**src/rtl/sys_defs.svh**
```systemverilog
`ifndef SYS_DEFS_SVH
`define SYS_DEFS_SVH

// Highest channel tag value; channel fields are $clog2(`CH+1) bits wide.
`define CH 2

`endif

```
**src/rtl/subsample_8x8_pkg.sv**
```systemverilog
// Shared constants and types for the 8x8 -> 4x4 chroma down-sampler.
`include "sys_defs.svh"

package subsample_8x8_pkg;

    localparam int unsigned PIX_W = 8;
    localparam int unsigned CH_W  = $clog2(`CH + 1);
    localparam int unsigned ACC_W = PIX_W + 2;

    localparam logic [CH_W-1:0] CH_Y  = CH_W'(0);
    localparam logic [CH_W-1:0] CH_CB = CH_W'(1);
    localparam logic [CH_W-1:0] CH_CR = CH_W'(2);

    typedef logic [PIX_W-1:0] pix_t;
    typedef pix_t [7:0]       row8_t;
    typedef pix_t [3:0][3:0]  blk4_t;
    typedef logic [ACC_W-1:0] acc_t;

    // Only chroma tags are subsampled; anything else is dropped.
    function automatic logic ch_legal(input logic [CH_W-1:0] ch);
        return (ch == CH_CB) || (ch == CH_CR);
    endfunction

endpackage

```
**src/rtl/subsample_8x8_avg_2x2.sv**
```systemverilog
// One column pair of the 2x2 averager: accumulate two pixels, round half up.
module avg_2x2 #(
    parameter int unsigned PIX_W = 8
) (
    input  logic [PIX_W+1:0] acc_i,
    input  logic [PIX_W-1:0] pix_a_i,
    input  logic [PIX_W-1:0] pix_b_i,
    output logic [PIX_W+1:0] acc_next_o,
    output logic [PIX_W-1:0] avg_o
);

    localparam int unsigned ACC_W = PIX_W + 2;

    logic [ACC_W-1:0] rnd;

    // Four pixels never exceed ACC_W bits, and (max + 2) >> 2 fits PIX_W.
    always_comb begin
        acc_next_o = acc_i + ACC_W'(pix_a_i) + ACC_W'(pix_b_i);
        rnd        = acc_next_o + ACC_W'(2);
        avg_o      = rnd[ACC_W-1:2];
    end

endmodule

```
**src/rtl/subsample_8x8.sv**
```systemverilog
// 4:2:0 chroma down-sampler: eight row beats in, one rounded 4x4 block out.
module subsample_8x8 #(
    parameter int unsigned PIX_W = 8,
    parameter int unsigned ROWS  = 8
) (
    input  logic                                   clock,
    input  logic                                   reset_n,
    input  logic [subsample_8x8_pkg::CH_W-1:0]     ch_in,
    input  logic                                   valid_in,
    output logic                                   ready_in,
    input  logic [7:0][PIX_W-1:0]                  row_in,
    output logic                                   valid_out,
    input  logic                                   ready_out,
    output logic [3:0][3:0][PIX_W-1:0]             block_out,
    output logic [subsample_8x8_pkg::CH_W-1:0]     ch_out,
    output logic                                   err_ch
);

    import subsample_8x8_pkg::*;

    localparam int unsigned ACC_W    = PIX_W + 2;
    localparam int unsigned CNT_W    = $clog2(ROWS);
    localparam int unsigned COLS_OUT = 4;
    localparam logic [CNT_W-1:0] LAST_ROW = CNT_W'(ROWS - 1);

    logic [CNT_W-1:0]                 row_cnt_q, row_cnt_d;
    logic [COLS_OUT-1:0][ACC_W-1:0]   acc_q, acc_d;
    logic [CH_W-1:0]                  ch_q, ch_d;
    logic [3:0][3:0][PIX_W-1:0]       stage_q, stage_d;
    logic [3:0][3:0][PIX_W-1:0]       blk_q, blk_d;
    logic [CH_W-1:0]                  ch_out_q, ch_out_d;
    logic                             valid_q, valid_d;
    logic                             err_q, err_d;

    logic [COLS_OUT-1:0][ACC_W-1:0]   acc_in;
    logic [COLS_OUT-1:0][ACC_W-1:0]   acc_nxt;
    logic [COLS_OUT-1:0][PIX_W-1:0]   avg_row;

    logic accept;
    logic odd_row;
    logic last_row;
    logic blk_legal;
    logic xfer;

    // Handshake decode; an illegal block never waits on the output register.
    always_comb begin
        odd_row   = row_cnt_q[0];
        last_row  = (row_cnt_q == LAST_ROW);
        blk_legal = ch_legal(ch_q);
        xfer      = valid_q && ready_out;
        ready_in  = !(last_row && blk_legal && valid_q && !ready_out);
        accept    = valid_in && ready_in;
    end

    // Even rows start a fresh column-pair sum, odd rows add onto it.
    always_comb begin
        for (int j = 0; j < COLS_OUT; j++) begin
            acc_in[j] = odd_row ? acc_q[j] : '0;
        end
    end

    for (genvar j = 0; j < COLS_OUT; j++) begin : g_avg
        avg_2x2 #(
            .PIX_W (PIX_W)
        ) u_avg (
            .acc_i      (acc_in[j]),
            .pix_a_i    (row_in[2*j]),
            .pix_b_i    (row_in[2*j+1]),
            .acc_next_o (acc_nxt[j]),
            .avg_o      (avg_row[j])
        );
    end

    // Next-state: row accumulation, staging, block load and output drain.
    always_comb begin
        row_cnt_d = row_cnt_q;
        acc_d     = acc_q;
        ch_d      = ch_q;
        stage_d   = stage_q;
        blk_d     = blk_q;
        ch_out_d  = ch_out_q;
        valid_d   = valid_q;
        err_d     = 1'b0;

        if (xfer) begin
            valid_d = 1'b0;
        end

        if (accept) begin
            row_cnt_d = last_row ? '0 : row_cnt_q + CNT_W'(1);
            acc_d     = acc_nxt;
            if (row_cnt_q == '0) begin
                ch_d = ch_in;
            end
            if (odd_row) begin
                stage_d[row_cnt_q[CNT_W-1:1]] = avg_row;
            end
            if (last_row) begin
                if (blk_legal) begin
                    blk_d    = stage_d;
                    ch_out_d = ch_q;
                    valid_d  = 1'b1;
                end else begin
                    err_d = 1'b1;
                end
            end
        end
    end

    // State registers with synchronous active-low reset.
    always_ff @(posedge clock) begin
        if (!reset_n) begin
            row_cnt_q <= '0;
            acc_q     <= '0;
            ch_q      <= '0;
            stage_q   <= '0;
            blk_q     <= '0;
            ch_out_q  <= '0;
            valid_q   <= 1'b0;
            err_q     <= 1'b0;
        end else begin
            row_cnt_q <= row_cnt_d;
            acc_q     <= acc_d;
            ch_q      <= ch_d;
            stage_q   <= stage_d;
            blk_q     <= blk_d;
            ch_out_q  <= ch_out_d;
            valid_q   <= valid_d;
            err_q     <= err_d;
        end
    end

    assign valid_out = valid_q;
    assign block_out = blk_q;
    assign ch_out    = ch_out_q;
    assign err_ch    = err_q;

endmodule

```
**config.mk**
```make
export PLATFORM = sky130hd
export DESIGN_NAME = subsample_8x8
export DESIGN_NICKNAME = d
export VERILOG_FILES = /design/src/rtl/subsample_8x8_pkg.sv /design/src/rtl/subsample_8x8_avg_2x2.sv /design/src/rtl/subsample_8x8.sv
export VERILOG_INCLUDE_DIRS = /design/src /design/src/rtl
export SDC_FILE = /design/constraint.sdc
export NUM_CORES = 1
export LEC_CHECK = 0
export BUFFER_PORTS_ARGS = -buffer_cell sky130_fd_sc_hd__clkbuf_2
export CORE_MARGIN = 8
export CORE_UTILIZATION = 29
export DETAILED_ROUTE_END_ITERATION = 16
export PLACE_DENSITY = 0.56
export SYNTH_ARGS = -nofsm -noshare
export SYNTH_HDL_FRONTEND = slang
export SYNTH_SLANG_ARGS = --single-unit
export TNS_END_PERCENT = 1
```
**constraint.sdc**
```tcl
create_clock -name clock -period 4.7 [get_ports clock]
set_clock_uncertainty 0.1 [all_clocks]
set_input_delay 0.94 -clock clock [delete_from_list [all_inputs] [get_ports clock]]
set_output_delay 0.94 -clock clock [all_outputs]
set_load 0.1 [all_outputs]
```
Word-level counts from Yosys, hierarchy flattened
Index checks and enable logic that the tools add are counted.
- $lt $le $gt $ge: 2
- reduce and logical (&&, ||, !) cells: 13
- mux-type cells: 14
- add/subtract/negate cells: 13
- eq/ne operators: 3
- operators with widths (operator ; count):
    128-bit bitwise mux ; 1
    128-bit two-way mux ; 1
    10-bit by 8-bit adder with 10-bit output ; 8
    32-bit demux with 2-bit select ; 1
    10-bit by 2-bit adder with 10-bit output (second input constant) ; 4
    10-bit two-way mux ; 4
    32-bit two-way mux ; 1
    1-bit logical AND ; 6
    3-bit AND reduction ; 2
    1-bit two-way mux ; 5
    3-bit by 1-bit adder with 3-bit output (second input constant) ; 1
    3-bit == test (second input constant) ; 1
    3-bit zero test ; 1
    2-bit by 3-bit < comparator with 1-bit output (second input constant) ; 1
    3-bit two-way mux ; 1
    2-bit by 1-bit == test with 1-bit output (second input constant) ; 1
    2-bit == test (second input constant) ; 1
    2-bit by 1-bit >= comparator with 1-bit output (second input constant) ; 1
    1-bit zero test ; 2
    2-bit AND reduction ; 1
    1-bit logical OR ; 1
- flip-flop bits (word level): 305
- logic and storage cells: 86
- output and inout bits: 133

Depth between registers and ports, before layout
- depth in word-level cells: 8
- gate-level depth with buffers: 15
- mapped depth without buffers: 12

Cells and area by module
From an unflattened synthesis, not the netlist that was laid out.
- cells, all modules: 1623
- area, all modules: 15636.2 µm²
- by module, submodules not included (module ; sequential area each (µm²) ; times used ; area each (µm²) ; cells an instance):
    subsample_8x8 ; 6105.9 ; 1 ; 12963.7 ; 1328
    avg_2x2 at g_avg[0].u_avg ; 0.0 ; 1 ; 704.4 ; 78
    avg_2x2 at g_avg[2].u_avg ; 0.0 ; 1 ; 694.4 ; 79
    avg_2x2 at g_avg[3].u_avg ; 0.0 ; 1 ; 638.1 ; 69
    avg_2x2 at g_avg[1].u_avg ; 0.0 ; 1 ; 635.6 ; 69

Worst setup path after synthesis
OpenSTA, ideal clock, no wires.
- kind: register to register
- start: register row_cnt_q[0]
- end: register blk_q, in the netlist block_out[111]
- library setup time: 0.138 ns
- arrival time: 3.727 ns
- cell stages (with the launch flop): 16
- required time: 4.462 ns
- setup slack: 0.736 ns
- cell sequence: dfxtp_1 > buf_2 > clkbuf_1 > clkbuf_1 > nand2_1 > fa_1 > inv_1 > ha_1 > fa_1 > a211oi_1 > nor3b_1 > nor4_2 > nand4_1 > nor3b_2 > xnor2_2 > o221ai_1
- cells in the longest elaborated chain, start to end: 7
- elaborated cells on any way between the ends: 13
- classes of those cells: 3 x add/sub; 1 x eq/ne; 3 x mux; 6 x reduce/logical
- RTL lines (item ; line ; text):
    start, declared ; subsample_8x8.sv:26 ; logic [CNT_W-1:0] row_cnt_q, row_cnt_d;
    start signal, assigned ; subsample_8x8.sv:122 ; row_cnt_q <= row_cnt_d;
    parallel branches: the longest is 7 deep, another holds 10-bit by 8-bit adder with 10-bit output ; n/a ;
    end signal, assigned ; subsample_8x8.sv:126 ; blk_q <= blk_d;
    end, declared ; subsample_8x8.sv:30 ; logic [3:0][3:0][PIX_W-1:0] blk_q, blk_d;
Several ways; the timed one is not identified.
A chain may end at the register's enable or synchronous reset.

Worst setup path in the final report
- start: register row_cnt_q[0]
- end: register blk_q, in the netlist block_out[95]
Same word-level chain as after synthesis.

==> summary.md <==
| Metric | Value |
|---|---|
| Commonest non-fill, non-tap cell in the layout | dfxtp_1 |
| CP startpoint kind | register |
| P per Cell Area | 394 nW/um^2 |
| Xor/xnor share of the synthesized area | 0.0407 |
| Placed cells | approximately 2500 |
| Final Hold Fails | 0 |
| Starting Density | 0.294 |
| Syn Inst Count | between 1500 and 2000 |
| CTS root buffer | clkbuf_16 |
| Power Total | roughly 7000 uW |
| Rows | 82 |
| Crit. Startpoint | row_cnt_q[0] |
| End-of-flow core utilization | 0.352 |
| Hold Buf Count CTS | 0 |
| Final Max Tran Viols | 0 |
| Clk sink count | ~310 |
| GRT overflow | 0 |
| Final worst slack | roughly 0.63 ns |
| # port buffers | approximately 200 |
| CTS-repair resized insts | 0 |
| Pre-antenna DRT Iters | 5 |
| Clk Latency, worst-skew pair | 0.55 ns |
| Flops & latches, synth | approximately 310 |
| Ys Warns | 0 |
| Outcome | finished, final reports clean |
| Final cell count without fillers | ~2500 |
| Tightest Hold Check Type | register to register |
| Worst EP arrival | between 4 and 5 ns |
| Max-cap viol count | 0 |
| # IOs | a little over 200 |
| Synth Area in Simple Gates | 0.182 |
| Die Width | roughly 240 microns |
| Most used DFF post-synth | dfxtp_1 |
| Syn Area/Cell | 8.81 sq um |
| CTS tree | built |
| Async S/R FF share, synth | 0 |
| Initial antenna violation count | 0 |
| Reg clk slew, reported paths | roughly 0.06 ns |
| Crit path kind | register to register |
| Synth Area in Adders | 0.0817 |
| Die Y | 242 microns |
| Starting DRT DRC Count | just under 800 |
| Critical path data required time | 5.00 ns |
| Final period util | 0.865 |
| DRC viols | 0 |
| Area growth syn-to-layout | 19.6% |
| Total clock buffers created by CTS | 35 |
| CP Cell Sequence | buf_12 > nand2_1 > fa_1 > inv_1 > ha_1 > fa_1 > a21o_1 > a31o_2 > a21oi_1 > xnor2_1 > nor3b_2 > xnor2_1 > o221ai_1 |
| Nets | 1974 |
| Detail Route Antenna Nets | 0 |
| Core area | a little over 50000 sq um |
| CP Max Fanout | between 40 and 50 |
| Total track usage | 0.162 |
| Main combinational cell family by area after synthesis | compound AO/OA/AOI/OAI gates |
| Synthesized Nets | ~1800 |
| Synth Area in Compound Gates | 0.222 |
| Part of the Yosys area used for sequential elements | 0.413 |
| Hold Crit Start | acc_q[37] |
| Peak VDD IR | roughly 0.0002 V |
| Number of global-route vias before repair | 12462 |
| Vias per Instance | roughly 5.0 |
| Fmax | about 0.25 GHz |
| Most frequent cells in the layout | dfxtp_1, nand2_1, clkbuf_2, nand3_1, o21ai_0 |
| Number of synthesized flops with an enable pin | 0 |
| Relative slew slack | 0.302 |
| CP peak stage delay | 0.67 ns |
| Crit path time final | 4.07 ns |
| DRT Wirelength | 49100 microns |
| Slowest CP cell | xnor2_1 |
| Worst r2r src | row_cnt_q[0] |
| Full die area | 58500 sq um |
| Post-synthesis mux area share | 0.0176 |
| Via count | approximately 13000 |
| Final setup viols | 0 |
| Crit. End Element | register |
| Pre-CTS setup slack | ~0.27 ns |
| Final HPWL from detailed placement | 34900 microns |
| Worst-Margin Slew | between 1 and 1.5 ns |
| Setup Total Neg Slack | 0 ns |
| Routability Congestion | ~0.82 |
| # fillers | ~5300 |
| Routed wire length per instance | slightly below 20 microns |
| H-tree Lvls | 2 |
| Unrepaired setup endpoints after global routing | false |
| Layout cells sized above 1 | 0.172 |
| Clock Path Buffers | 3 |
| Netlist cell types | 52 |
| Largest net degree at the start of global routing | approximately 160 |
| Mapped Area | around 15000 sq um |
| Number of setup buffers added after CTS | 0 |
| N_diodes | 0 |
| Leak | ~0.008 uW |
| First-pass GRT wire length | 75700 microns |
## final timing paths
kind,cells past startpoint,endpoint,slack [ns]
hold reg to reg,2,acc_q[37],0.36
setup / recovery,13,block_out[95],0.63
hold / removal,2,acc_q[37],0.36
setup reg to reg,13,block_out[95],0.63
## layer usage
metal | up-vias | global-route usage | routed length, microns
met5 | - | 0 | 0
met4 | 0 | 0.0333 | 693
met3 | 45 | 0.0419 | 2850
met2 | 276 | 0.262 | 22300
met1 | 6117 | 0.216 | 23200
li1 | 6211 | - | -
## synth_stat cells (16+ instances only)
library cell	instances	area share
dfxtp_1	305	0.41
nand2_1	286	0.073
nand3_1	116	0.039
clkbuf_1	103	0.026
o21ai_0	102	0.035
o211a_1	97	0.066
nor2_1	71	0.018
a21boi_0	61	0.031
a21oi_1	60	0.020
o211ai_1	48	0.024
ha_1	39	0.033
xnor2_1	37	0.022
fa_1	36	0.049
inv_1	34	0.0086
and2_1	31	0.013
xor2_1	28	0.017
mux2i_1	26	0.018
a211oi_1	24	0.012
nor2b_1	22	0.0093
o221ai_1	17	0.010
a31oi_1	16	0.0068
## critical path, delay by kind of cell, from the launching register on
| kind | cells | cell delay (ns) |
|---|---|---|
| and+or+nand+nor | 2 | 0.31 |
| xor gates and xnor gates | 2 | 0.86 |
| buffers and inverters | 2 | 0.26 |
| AOI/OAI and AO/OA | 4 | 0.85 |
| DFF | 1 | 0.35 |
| adders and majority gates | 3 | 1.13 |
## cells by family after synthesis
logic type | count (synthesis)
simple gates | 587
mux | 26
fa+ha+maj | 75
buf+inv | 164
compound gates | 456
flops | 305
xor+xnor | 67
## state kept, by name, indices dropped and copies added, names as in the netlist
signal	flops
err_ch	1
ch_q	2
ch_out	2
stage_q	128
valid_out	1
block_out	128
row_cnt_q	3
acc_q	40
## per-stage QoR
stage	area, sq um	hold WS (ns)
2_1_floorplan	14800	0.337
3_3_place_gp	16600	0.349
3_5_place_dp	16600	0.356
4_1_cts	17700	0.364
5_1_grt	17700	0.385
6_report	17700	0.364
## power by group
group	internal [uW]	switching [uW]
clock	1620	1120
sequential	2650	33.1
combinational	511	1030
## layout make-up
type	count	area [sq um]	area share
multi-input cells	1211	8110	0.458
inverters	34	128	0.00721
repair buffers	242	1380	0.0782
well taps	672	841	0.0475
flip-flops and latches	305	6110	0.345
clock buffers	50	1020	0.0579
clock inverters	6	98.8	0.00559
Note: power is estimated with default switching activity, not from simulation.
